$ cat src/rtl/rom_loader_pkg.sv
// Shared definitions for the boot ROM loader: ROM geometry, FSM state encoding
// and the word-address helper used by both ROM ports.
package rom_loader_pkg;

  localparam int ROM_AW = 20;
  localparam logic [ROM_AW-1:0] ROM_LEN = 20'h10000;

  typedef enum logic [2:0] {
    ST_IDLE,
    ST_HDR,
    ST_DATA,
    ST_WRITE,
    ST_CSUM,
    ST_VERIFY,
    ST_DONE,
    ST_ERR
  } state_e;

  // Byte address of word idx; wraps modulo 2^ROM_AW.
  function automatic logic [ROM_AW-1:0] word_addr(input logic [ROM_AW-1:0] base,
                                                  input logic [ROM_AW-1:0] idx);
    return base + {idx[ROM_AW-3:0], 2'b00};
  endfunction

endpackage

$ cat src/rtl/rom_loader_byte_packer.sv
// Assembles an LSB-first byte stream into 32-bit words using a 2-bit lane
// counter; flags the transfer that completes each word.
module byte_packer (
  input  logic        clk_i,
  input  logic        rst_i,
  input  logic        clear_i,
  input  logic        byte_fire_i,
  input  logic [7:0]  byte_data_i,
  output logic [31:0] word_o,
  output logic [31:0] word_next_o,
  output logic        word_done_o
);

  logic [1:0]  lane_q, lane_d;
  logic [31:0] word_q, word_d;

  // NOTE: every variable gets its hold value first so no path leaves it
  // unassigned; that is what keeps always_comb from inferring a latch.
  always_comb begin
    lane_d = lane_q;
    word_d = word_q;
    if (clear_i) begin
      lane_d = 2'd0;
      word_d = '0;
    end else if (byte_fire_i) begin
      word_d[{lane_q, 3'b000} +: 8] = byte_data_i;
      lane_d = lane_q + 2'd1;
    end
  end

  // NOTE: state registers use non-blocking assignments so every flop samples
  // its pre-edge inputs regardless of statement order.
  always_ff @(posedge clk_i) begin
    if (!rst_i) begin
      lane_q <= 2'd0;
      word_q <= '0;
    end else begin
      lane_q <= lane_d;
      word_q <= word_d;
    end
  end

  // word_next_o lets the caller capture a header/checksum word on the very
  // edge its last byte arrives.
  assign word_o      = word_q;
  assign word_next_o = word_d;
  assign word_done_o = byte_fire_i && !clear_i && (lane_q == 2'd3);

endmodule

$ cat src/rtl/rom_loader.sv
// Boot ROM loader: receives length/payload/checksum over a byte stream, writes
// the payload to ROM, reads it back and releases the core only if both sums match.
module rom_loader
  import rom_loader_pkg::*;
#(
  parameter logic [ROM_AW-1:0] BASE_ADDR = 20'h00000,
  parameter logic [ROM_AW-1:0] MAX_BYTES = ROM_LEN
) (
  input  logic              clk_i,
  input  logic              rst_i,
  input  logic              start_i,
  input  logic              byte_valid_i,
  input  logic [7:0]        byte_data_i,
  output logic              byte_ready_o,
  output logic              rom_wr_en_o,
  output logic [ROM_AW-1:0] rom_wr_addr_o,
  output logic [31:0]       rom_wr_data_o,
  output logic              rom_rd_en_o,
  output logic [ROM_AW-1:0] rom_rd_addr_o,
  input  logic [31:0]       rom_rd_data_i,
  output logic              busy_o,
  output logic              done_o,
  output logic              err_o,
  output logic              core_hold_o
);

  state_e            state_q, state_d;
  logic [31:0]       len_q, len_d;
  logic [31:0]       csum_q, csum_d;
  logic [31:0]       stream_sum_q, stream_sum_d;
  logic [31:0]       rb_sum_q, rb_sum_d;
  logic [ROM_AW-1:0] k_q, k_d, k_inc, cur_addr;
  logic              ready, pk_clear, pk_done, last_word, len_bad, wr_en, rd_en;
  logic [31:0]       pk_word, pk_next;

  assign ready     = (state_q == ST_HDR) || (state_q == ST_DATA) || (state_q == ST_CSUM);
  assign k_inc     = k_q + 1'b1;
  assign last_word = ({10'b0, k_inc, 2'b00} == len_q);
  assign len_bad   = (pk_next == 32'd0) || (pk_next[1:0] != 2'b00) ||
                     (pk_next > {12'b0, MAX_BYTES});
  assign cur_addr  = word_addr(BASE_ADDR, k_q);

  byte_packer u_packer (
    .clk_i       (clk_i),
    .rst_i       (rst_i),
    .clear_i     (pk_clear),
    .byte_fire_i (byte_valid_i && ready),
    .byte_data_i (byte_data_i),
    .word_o      (pk_word),
    .word_next_o (pk_next),
    .word_done_o (pk_done)
  );

  always_comb begin
    state_d      = state_q;
    len_d        = len_q;
    csum_d       = csum_q;
    stream_sum_d = stream_sum_q;
    rb_sum_d     = rb_sum_q;
    k_d          = k_q;
    pk_clear     = 1'b0;
    wr_en        = 1'b0;
    rd_en        = 1'b0;
    case (state_q)
      ST_IDLE, ST_DONE, ST_ERR: begin
        if (start_i) begin
          state_d      = ST_HDR;
          pk_clear     = 1'b1;
          len_d        = '0;
          csum_d       = '0;
          stream_sum_d = '0;
          rb_sum_d     = '0;
          k_d          = '0;
        end
      end
      ST_HDR: begin
        if (pk_done) begin
          len_d   = pk_next;
          state_d = len_bad ? ST_ERR : ST_DATA;
        end
      end
      ST_DATA: begin
        if (pk_done) state_d = ST_WRITE;
      end
      ST_WRITE: begin
        wr_en        = 1'b1;
        stream_sum_d = stream_sum_q + pk_word;
        k_d          = k_inc;
        state_d      = last_word ? ST_CSUM : ST_DATA;
      end
      ST_CSUM: begin
        if (pk_done) begin
          csum_d  = pk_next;
          k_d     = '0;
          state_d = ST_VERIFY;
        end
      end
      ST_VERIFY: begin
        rd_en    = 1'b1;
        rb_sum_d = rb_sum_q + rom_rd_data_i;
        k_d      = k_inc;
        if (last_word) begin
          state_d = ((stream_sum_q == csum_q) && (rb_sum_d == csum_q)) ? ST_DONE : ST_ERR;
        end
      end
      default: state_d = ST_IDLE;
    endcase
  end

  always_ff @(posedge clk_i) begin
    if (!rst_i) begin
      state_q      <= ST_IDLE;
      len_q        <= '0;
      csum_q       <= '0;
      stream_sum_q <= '0;
      rb_sum_q     <= '0;
      k_q          <= '0;
    end else begin
      state_q      <= state_d;
      len_q        <= len_d;
      csum_q       <= csum_d;
      stream_sum_q <= stream_sum_d;
      rb_sum_q     <= rb_sum_d;
      k_q          <= k_d;
    end
  end

  // Outputs are gated by reset combinationally, so a WRITE cycle that coincides
  // with reset never reaches the ROM and the core is held immediately.
  always_comb begin
    byte_ready_o  = ready && rst_i;
    rom_wr_en_o   = wr_en && rst_i;
    rom_wr_addr_o = (wr_en && rst_i) ? cur_addr : '0;
    rom_wr_data_o = (wr_en && rst_i) ? pk_word : '0;
    rom_rd_en_o   = rd_en && rst_i;
    rom_rd_addr_o = (rd_en && rst_i) ? cur_addr : '0;
    busy_o        = rst_i && (state_q inside {ST_HDR, ST_DATA, ST_WRITE, ST_CSUM, ST_VERIFY});
    done_o        = rst_i && (state_q == ST_DONE);
    err_o         = rst_i && (state_q == ST_ERR);
    core_hold_o   = !rst_i || (state_q != ST_DONE);
  end

endmodule

$ cat config.mk
export PLATFORM = sky130hd
export DESIGN_NAME = rom_loader
export DESIGN_NICKNAME = d
export VERILOG_FILES = /design/src/rtl/rom_loader_pkg.sv /design/src/rtl/rom_loader_byte_packer.sv /design/src/rtl/rom_loader.sv
export SDC_FILE = /design/constraint.sdc
export NUM_CORES = 1
export LEC_CHECK = 0
export BUFFER_PORTS_ARGS = -buffer_cell sky130_fd_sc_hd__buf_2
export CORE_MARGIN = 1
export CORE_UTILIZATION = 25
export CTS_CLUSTER_SIZE = 16
export DETAILED_ROUTE_END_ITERATION = 12
export GPL_TIMING_DRIVEN = 0
export PLACE_DENSITY = 0.5
export SETUP_SLACK_MARGIN = 0.02
export SYNTH_ARGS = -nofsm -noshare
export SYNTH_HDL_FRONTEND = slang
export SYNTH_HIERARCHICAL = 1
export SYNTH_SLANG_ARGS = --single-unit
$ cat constraint.sdc
create_clock -name clk_i -period 9.4 [get_ports clk_i]
set_input_delay 1.41 -clock clk_i [delete_from_list [all_inputs] [get_ports clk_i]]
set_output_delay 1.41 -clock clk_i [all_outputs]
set_load 0.01 [all_outputs]
==> Yosys cells after proc, flatten, opt, wreduce, memory -nomap -nowiden <==
Cells that the tools add are included.
{ "word_totals": {"ff_bits": 185, "in_bits": 44} }
{ "classes": {"n_addsub": 5, "magnitude_cmp": 1, "eq_ne": 17, "n_shift": 2, "n_mux": 28, "n_bitwise": 1, "n_reduce_logical": 35} }
{ "op_table": {"columns": ["cell", "n"], "rows": [
  ["one-hot mux 32 bit (2 select lines)", 4],
  ["2-to-1 mux 32 bit", 5],
  ["2-to-1 mux 20 bit", 4],
  ["adder 32 bit", 2],
  ["equality test 32 bit", 2],
  ["one-hot mux 20 bit (3 select lines)", 1],
  ["bitwise mux 32 bit", 1],
  ["equality test 22 x 32 -> 1 bit", 1],
  ["greater-than comparator 32 x 17 -> 1 bit, second input constant", 1],
  ["zero test 32 bit", 1],
  ["variable shift 8 x 7 -> 32 bit, first input constant", 1],
  ["indexed part select 8 x 7 -> 32 bit", 1],
  ["2-to-1 mux 3 bit", 7],
  ["adder 20 x 1 -> 20 bit, second input constant", 1],
  ["one-hot mux 3 bit (6 select lines)", 1],
  ["equality test 3 bit, second input constant", 4],
  ["logical AND 1 bit", 10],
  ["!= test 2 bit, second input constant", 5],
  ["nonzero test 2 bit", 5],
  ["AND reduction 3 bit", 3],
  ["negation 5 -> 7 bit", 1],
  ["equality test 3 x 2 -> 1 bit, second input constant", 2],
  ["logical OR 1 bit", 5],
  ["2-to-1 mux 1 bit", 5],
  ["other kinds (13)", 16]
]} }

==> Longest topological paths before layout <==
{ "logic_depth": {"depth_word": 12, "mapped_depth": 21, "ltp_nobuf": 17} }

==> By module <==
Netlist, hierarchy kept.
{ "modules_own_cells": {"columns": ["mod", "instances", "cells_per_inst", "area_per_inst_um2"], "rows": [
  ["rom_loader", 1, 1522, 11477.3],
  ["byte_packer", 1, 172, 1493.9]
]} }

==> Worst setup path before layout <==
Ideal clock, no wire load.
{ "synth_timing": {"path_kind": "input to register", "start": "input port rom_rd_data_i[0]", "end": "register state_q[0]", "setup_time_ns": 0.129, "arrival_time_ns": 4.151, "t_required_ns": 9.271, "path_slack_ns": 5.120, "cell_stages": 14, "path_cell_list": "ha_1 > inv_1 > fa_1 > nor2b_4 > o2111a_1 > or2_0 > buf_2 > o41ai_4 > a2111oi_2 > nor2_4 > o21ai_1 > xor3_1 > nor4_1 > a31oi_1"} }
{ "synth_via": {"elab_chain_cells": 6} }
{ "synth_rtl": {"columns": ["item", "line_no", "rtl"], "rows": [
  ["start, declared", "rom_loader.sv:20", "input logic [31:0] rom_rd_data_i,"],
  ["adder 32 bit", "rom_loader.sv:100", "rb_sum_d = rb_sum_q + rom_rd_data_i;"],
  ["equality test 32 bit", "rom_loader.sv:103", "state_d = ((stream_sum_q == csum_q) && (rb_sum_d == csum_q)) ? ST_DONE : ST_ERR;"],
  ["logical AND 1 bit", "rom_loader.sv:103", null],
  ["2-to-1 mux 1 bit", "rom_loader.sv:103", null],
  ["2-to-1 mux 3 bit", "rom_loader.sv:102", "if (last_word) begin"],
  ["one-hot mux 3 bit (6 select lines)", "rom_loader.sv:64", "case (state_q)"],
  ["end signal, assigned", "rom_loader.sv:119", "state_q <= state_d;"],
  ["end, declared", "rom_loader.sv:27", "state_e state_q, state_d;"]
]} }
Every way passes these cells. The select of a mux whose other input is x is not followed.
A chain may end at the register's enable or synchronous reset.

==> Worst setup path in the final report <==
{ "layout_timing": {"start": "register state_q[2]", "end": "register state_q[0]"} }
{ "layout_via": {"elab_chain_cells": 12, "elab_cells_between_ends": 32, "cone_classes": "1 x order compare; 12 x eq/ne; 6 x mux; 13 x reduce/logical"} }
{ "layout_rtl": {"columns": ["item", "line_no", "rtl"], "rows": [
  ["equality test 3 x 1 -> 1 bit / equality test 3 x 2 -> 1 bit (equally long branches)", "rom_loader.sv:36", "assign ready = (state_q == ST_HDR) || (state_q == ST_DATA) || (state_q == ST_CSUM);"],
  ["logical OR 1 bit (2 in a row)", "rom_loader.sv:36", null],
  ["logical AND 1 bit", "rom_loader.sv:47", ".byte_fire_i (byte_valid_i && ready),"],
  ["2-to-1 mux 32 bit", "rom_loader_byte_packer.sv:25", "end else if (byte_fire_i) begin"],
  ["2-to-1 mux 32 bit *", "rom_loader_byte_packer.sv:22", "if (clear_i) begin"],
  ["via pk_next[22]", "rom_loader.sv:34", "logic [31:0] pk_word, pk_next;"],
  ["parallel branches: the longest is 2 deep, another holds greater-than comparator 32 x 17 -> 1 bit", null, null],
  ["logical OR 1 bit *", "rom_loader.sv:39", "assign len_bad = (pk_next == 32'd0) || (pk_next[1:0] != 2'b00) ||"],
  ["2-to-1 mux 3 bit *", "rom_loader.sv:79", "state_d = len_bad ? ST_ERR : ST_DATA;"],
  ["2-to-1 mux 3 bit *", "rom_loader.sv:77", "if (pk_done) begin"],
  ["one-hot mux 3 bit (6 select lines) *", "rom_loader.sv:64", null]
]} }
Mark *: on every way through the listed nets, which the timed path passes. The select of a mux whose other input is x is not followed.

==> impl_metrics.ini <==
[worst_setup_path]
path_max_fanout = 10
end_kind = flip-flop
crit_path_start_kind = flip-flop
path_class = flip-flop to flip-flop
cp.arrival_ns = 5.79
cp_num_buf_inv = 3
crit_family = simple AND/OR/NAND/NOR gates
slowest_delay_ns = 0.46
cp.required_ns = 9.72
slowest_stage = nor4_1
crit_chain = clkbuf_1 > nor2b_1 > and2_1 > clkbuf_1 > o21bai_1 > and2_1 > buf_6 > nand2_1 > a32oi_1 > nor2_1 > nor4_1 > nand4_1 > nor4_1 > a21oi_1 > nor4_1 > nand4_1 > a221oi_1 > nand4_1 > nor4_2 > a31oi_1

[detailed_routing]
wl_per_cell_um = 20.1
avgViaCountPerCell = 5.22
wirelength_um = 50600
drtIter0Drc = 1181
remaining_drc_errors = 0
via_count = 13200
postRouteAntennaNets = 0
drtPass1Iterations = 6

[clock_tree]
cts_resized = 0
ctsHoldBuffers = 0
cts_buffers = 17
h-tree-depth = 4
cts_root_buf = clkbuf_16
clock_latency_ns = 0.46
post-cts-setup-buffer-count = 0
cts_tree = done
cts.clk_slew.worst_paths_ns = 0.07
cts.sinks = 185
cts_buffer_depth = 2

[sta]
rsz0062_at_grt = no
setup_tns_ns = 0
finalMaxSlewViolations = 0
worst_pin_slew_ns = 1.01
holdWs_ns = 0.460
skew_ns = 0.0132
hold_viol_final = 0
min_period_ns = 5.47
fmax_ghz = 0.183
max_slew_margin_pct = 32.8
final-setup-viol-count = 0
min_period_over_period_pct = 58.2

[power]
p_sw_w = 0.000512
peakVddDrop_v = 0.0000797
p_leak_nw = 6.37
switching_share_pct = 29.0
internal_power_w = 0.00125
p_clk_share_pct = 42.8
combPwrFrac_pct = 12.4
power_frac_seq_pct = 44.8
p_per_area_mw_per_mm2 = 118

[logic_synthesis]
syn_area_mm2 = 0.0130
synth_seq_area_share_pct = 28.6
synthTopCellsByArea = dfxtp_1 (29%), a21oi_1 (6.6%), ha_1 (6.6%), xnor2_1 (5.4%), nand2_1 (5.4%)
synth_area_per_cell_um2 = 7.66
ys_ff_latch = 185
synth-main-ff-cell = dfxtp_1
ys_async_sr_fraction_pct = 0
synth_area_leader_cell = dfxtp_1
yosysTopAreaCellShare_pct = 28.6
ys_types = 88
ys_warn_count = 6
syn_inst = 1694
synth_edf_count = 0

[die]
start_util_pct = 25.3
coreArea_mm2 = 0.0513
die_w_um = 230
io-pin-count = 123
rows = 83
dieArea_mm2 = 0.0528
die_y_um = 230

[global_routing]
grt_overflow_total = 0
grt_use_total_pct = 18.8
grt_pass1_vias = 12100
antenna_found_initial = 0
grt_pass1_wl_um = 75100
grt_max_degree = 17

[place]
routabilityCongestion = 0.933
numPortBuffers = 117
dpl.hpwl_um = 39900

[run_status]
status = complete, no violations

[finish]
drive_gt1_share_pct = 11.3
diodes = 0
nets = 1947
area_delta_synth_final_pct = 15.7

[worst_hold_path]
hold_class = flip-flop to flip-flop

[run]
drv_cap = 0
## final cells by class
cell class,count,area [um2]
Clock buffer,19,443
Tap cell,680,851
Fill cell,5622,36300
Sequential cell,185,3700
Buffer,127,554
Multi-Input combinational cell,1351,8600
Timing Repair Buffer,117,586
Clock inverter,12,143
Inverter,34,128
## per-stage QoR
stage | util, % | instance area (um2) | total power (W) | instances | setup slack (ns)
finish | 29.2 | 15000 | 0.00177 | 2525 | 3.93
global route | 29.2 | 15000 | 0.00183 | 2525 | 3.49
CTS | 29.2 | 15000 | 0.00178 | 2525 | 3.96
detailed placement | 28.1 | 14400 | 0.00102 | 2494 | 3.98
global placement | 28.1 | 14400 | 0.00102 | 2494 | 3.98
floorplan | - | 13000 | 0.000945 | 1697 | 5.12
## cells by family (layout without fill, tap and decap cells)
group / after synthesis / in the layout / synth area share, %
adders and majority gates: 70 / 70 / 6.87
DFF: 185 / 185 / 28.6
buffers and inverters: 161 / 309 / 5.26
muxes: 7 / 7 / 0.540
and+or+nand+nor: 694 / 694 / 26.5
AOI/OAI and AO/OA: 429 / 429 / 21.1
other: 1 / 4 / 0.0289
xor gates and xnor gates: 147 / 147 / 11.1
## cells in the final DEF, fill, tap and decap left out, types with 6 or more instances in the layout
cell,netlist,layout
a31oi_1,21,21
inv_1,32,32
o31ai_1,10,10
a22oi_1,11,11
o211ai_1,8,8
nand3_1,106,106
nor2_1,164,164
a32oi_1,33,33
or3_1,9,9
xor2_1,56,56
a22o_1,7,7
and3_1,81,81
nor3_1,30,30
xnor3_1,7,7
o21ai_0,70,70
nor4_1,24,24
a21o_1,22,22
nand2b_1,9,9
o21bai_1,9,9
o21a_1,8,8
nand3b_1,6,6
ha_1,68,68
buf_4,7,7
xnor2_1,80,80
and2_1,10,10
buf_2,21,138
mux2i_1,7,7
nand2_1,186,186
buf_1,9,9
a21oi_1,172,172
nand4_1,22,22
nor2b_1,6,6
dfxtp_1,185,185
a211oi_1,13,13
clkbuf_1,85,86
clkbuf_16,0,17
## synth_stat cells (all sizes together), types with 4 or more instances
master and number:
o211ai 8, and3 83, o2111ai 4, nand3b 6, nor3b 7, a211o 4, mux2i 7, a211oi 15
nor2b 7, o21a 8, a22o 7, a22oi 11, a32oi 33, and4 5, nand3 106, o21bai 9
xor2 56, a21oi 173, a21o 22, nor4 26, o21ai 72, xnor2 80, and3b 5, nand4b 5
nand2 186, nand4 22, or3 9, dfxtp 185, inv 32, nor2 166, xnor3 8, clkbuf 87
o31ai 10, buf 40, nand2b 9, nor3 30, ha 68, and2 11, a31oi 21, nor4b 5
## sequential cells by signal (all words and copies together) (netlist names)
register,flops
k_q,20
u_packer/word_o,32
csum_q,32
state_q,3
u_packer/lane_q,2
rb_sum_q,32
len_q,32
stream_sum_q,32
## tightest hold or removal path, cell delays in order (launching register included)
cell and delay (ns):
dfxtp_1 0.33, nand2_1 0.05, o21ai_0 0.05
## power groups by stage
stage	sequential (W)	clock (W)	combinational [W]
2_1_floorplan	0.000808	0	0.000137
3_3_place_gp	0.000809	0	0.000212
3_5_place_dp	0.000809	0	0.000213
4_1_cts	0.000791	0.000773	0.000214
5_1_grt	0.000791	0.000803	0.000235
6_report	0.000791	0.000756	0.000219
## path summary, 6_finish.rpt
check              startpoint     endpoint  slack, ns  depth (start not counted)
hold reg to reg   rb_sum_q[9]  rb_sum_q[9]       0.46                          2
setup reg to reg   state_q[2]   state_q[0]       3.93                         20
setup / recovery   state_q[2]   state_q[0]       3.93                         20
hold / removal    rb_sum_q[9]  rb_sum_q[9]       0.46                          2
## layer usage
layer	share of wire [%]	track usage [%]
met1	47	26.7
met2	42	28.1
met3	7.3	3.66
met4	2.9	6.54
met5	0	0
Power figures use the tool's default switching activity.
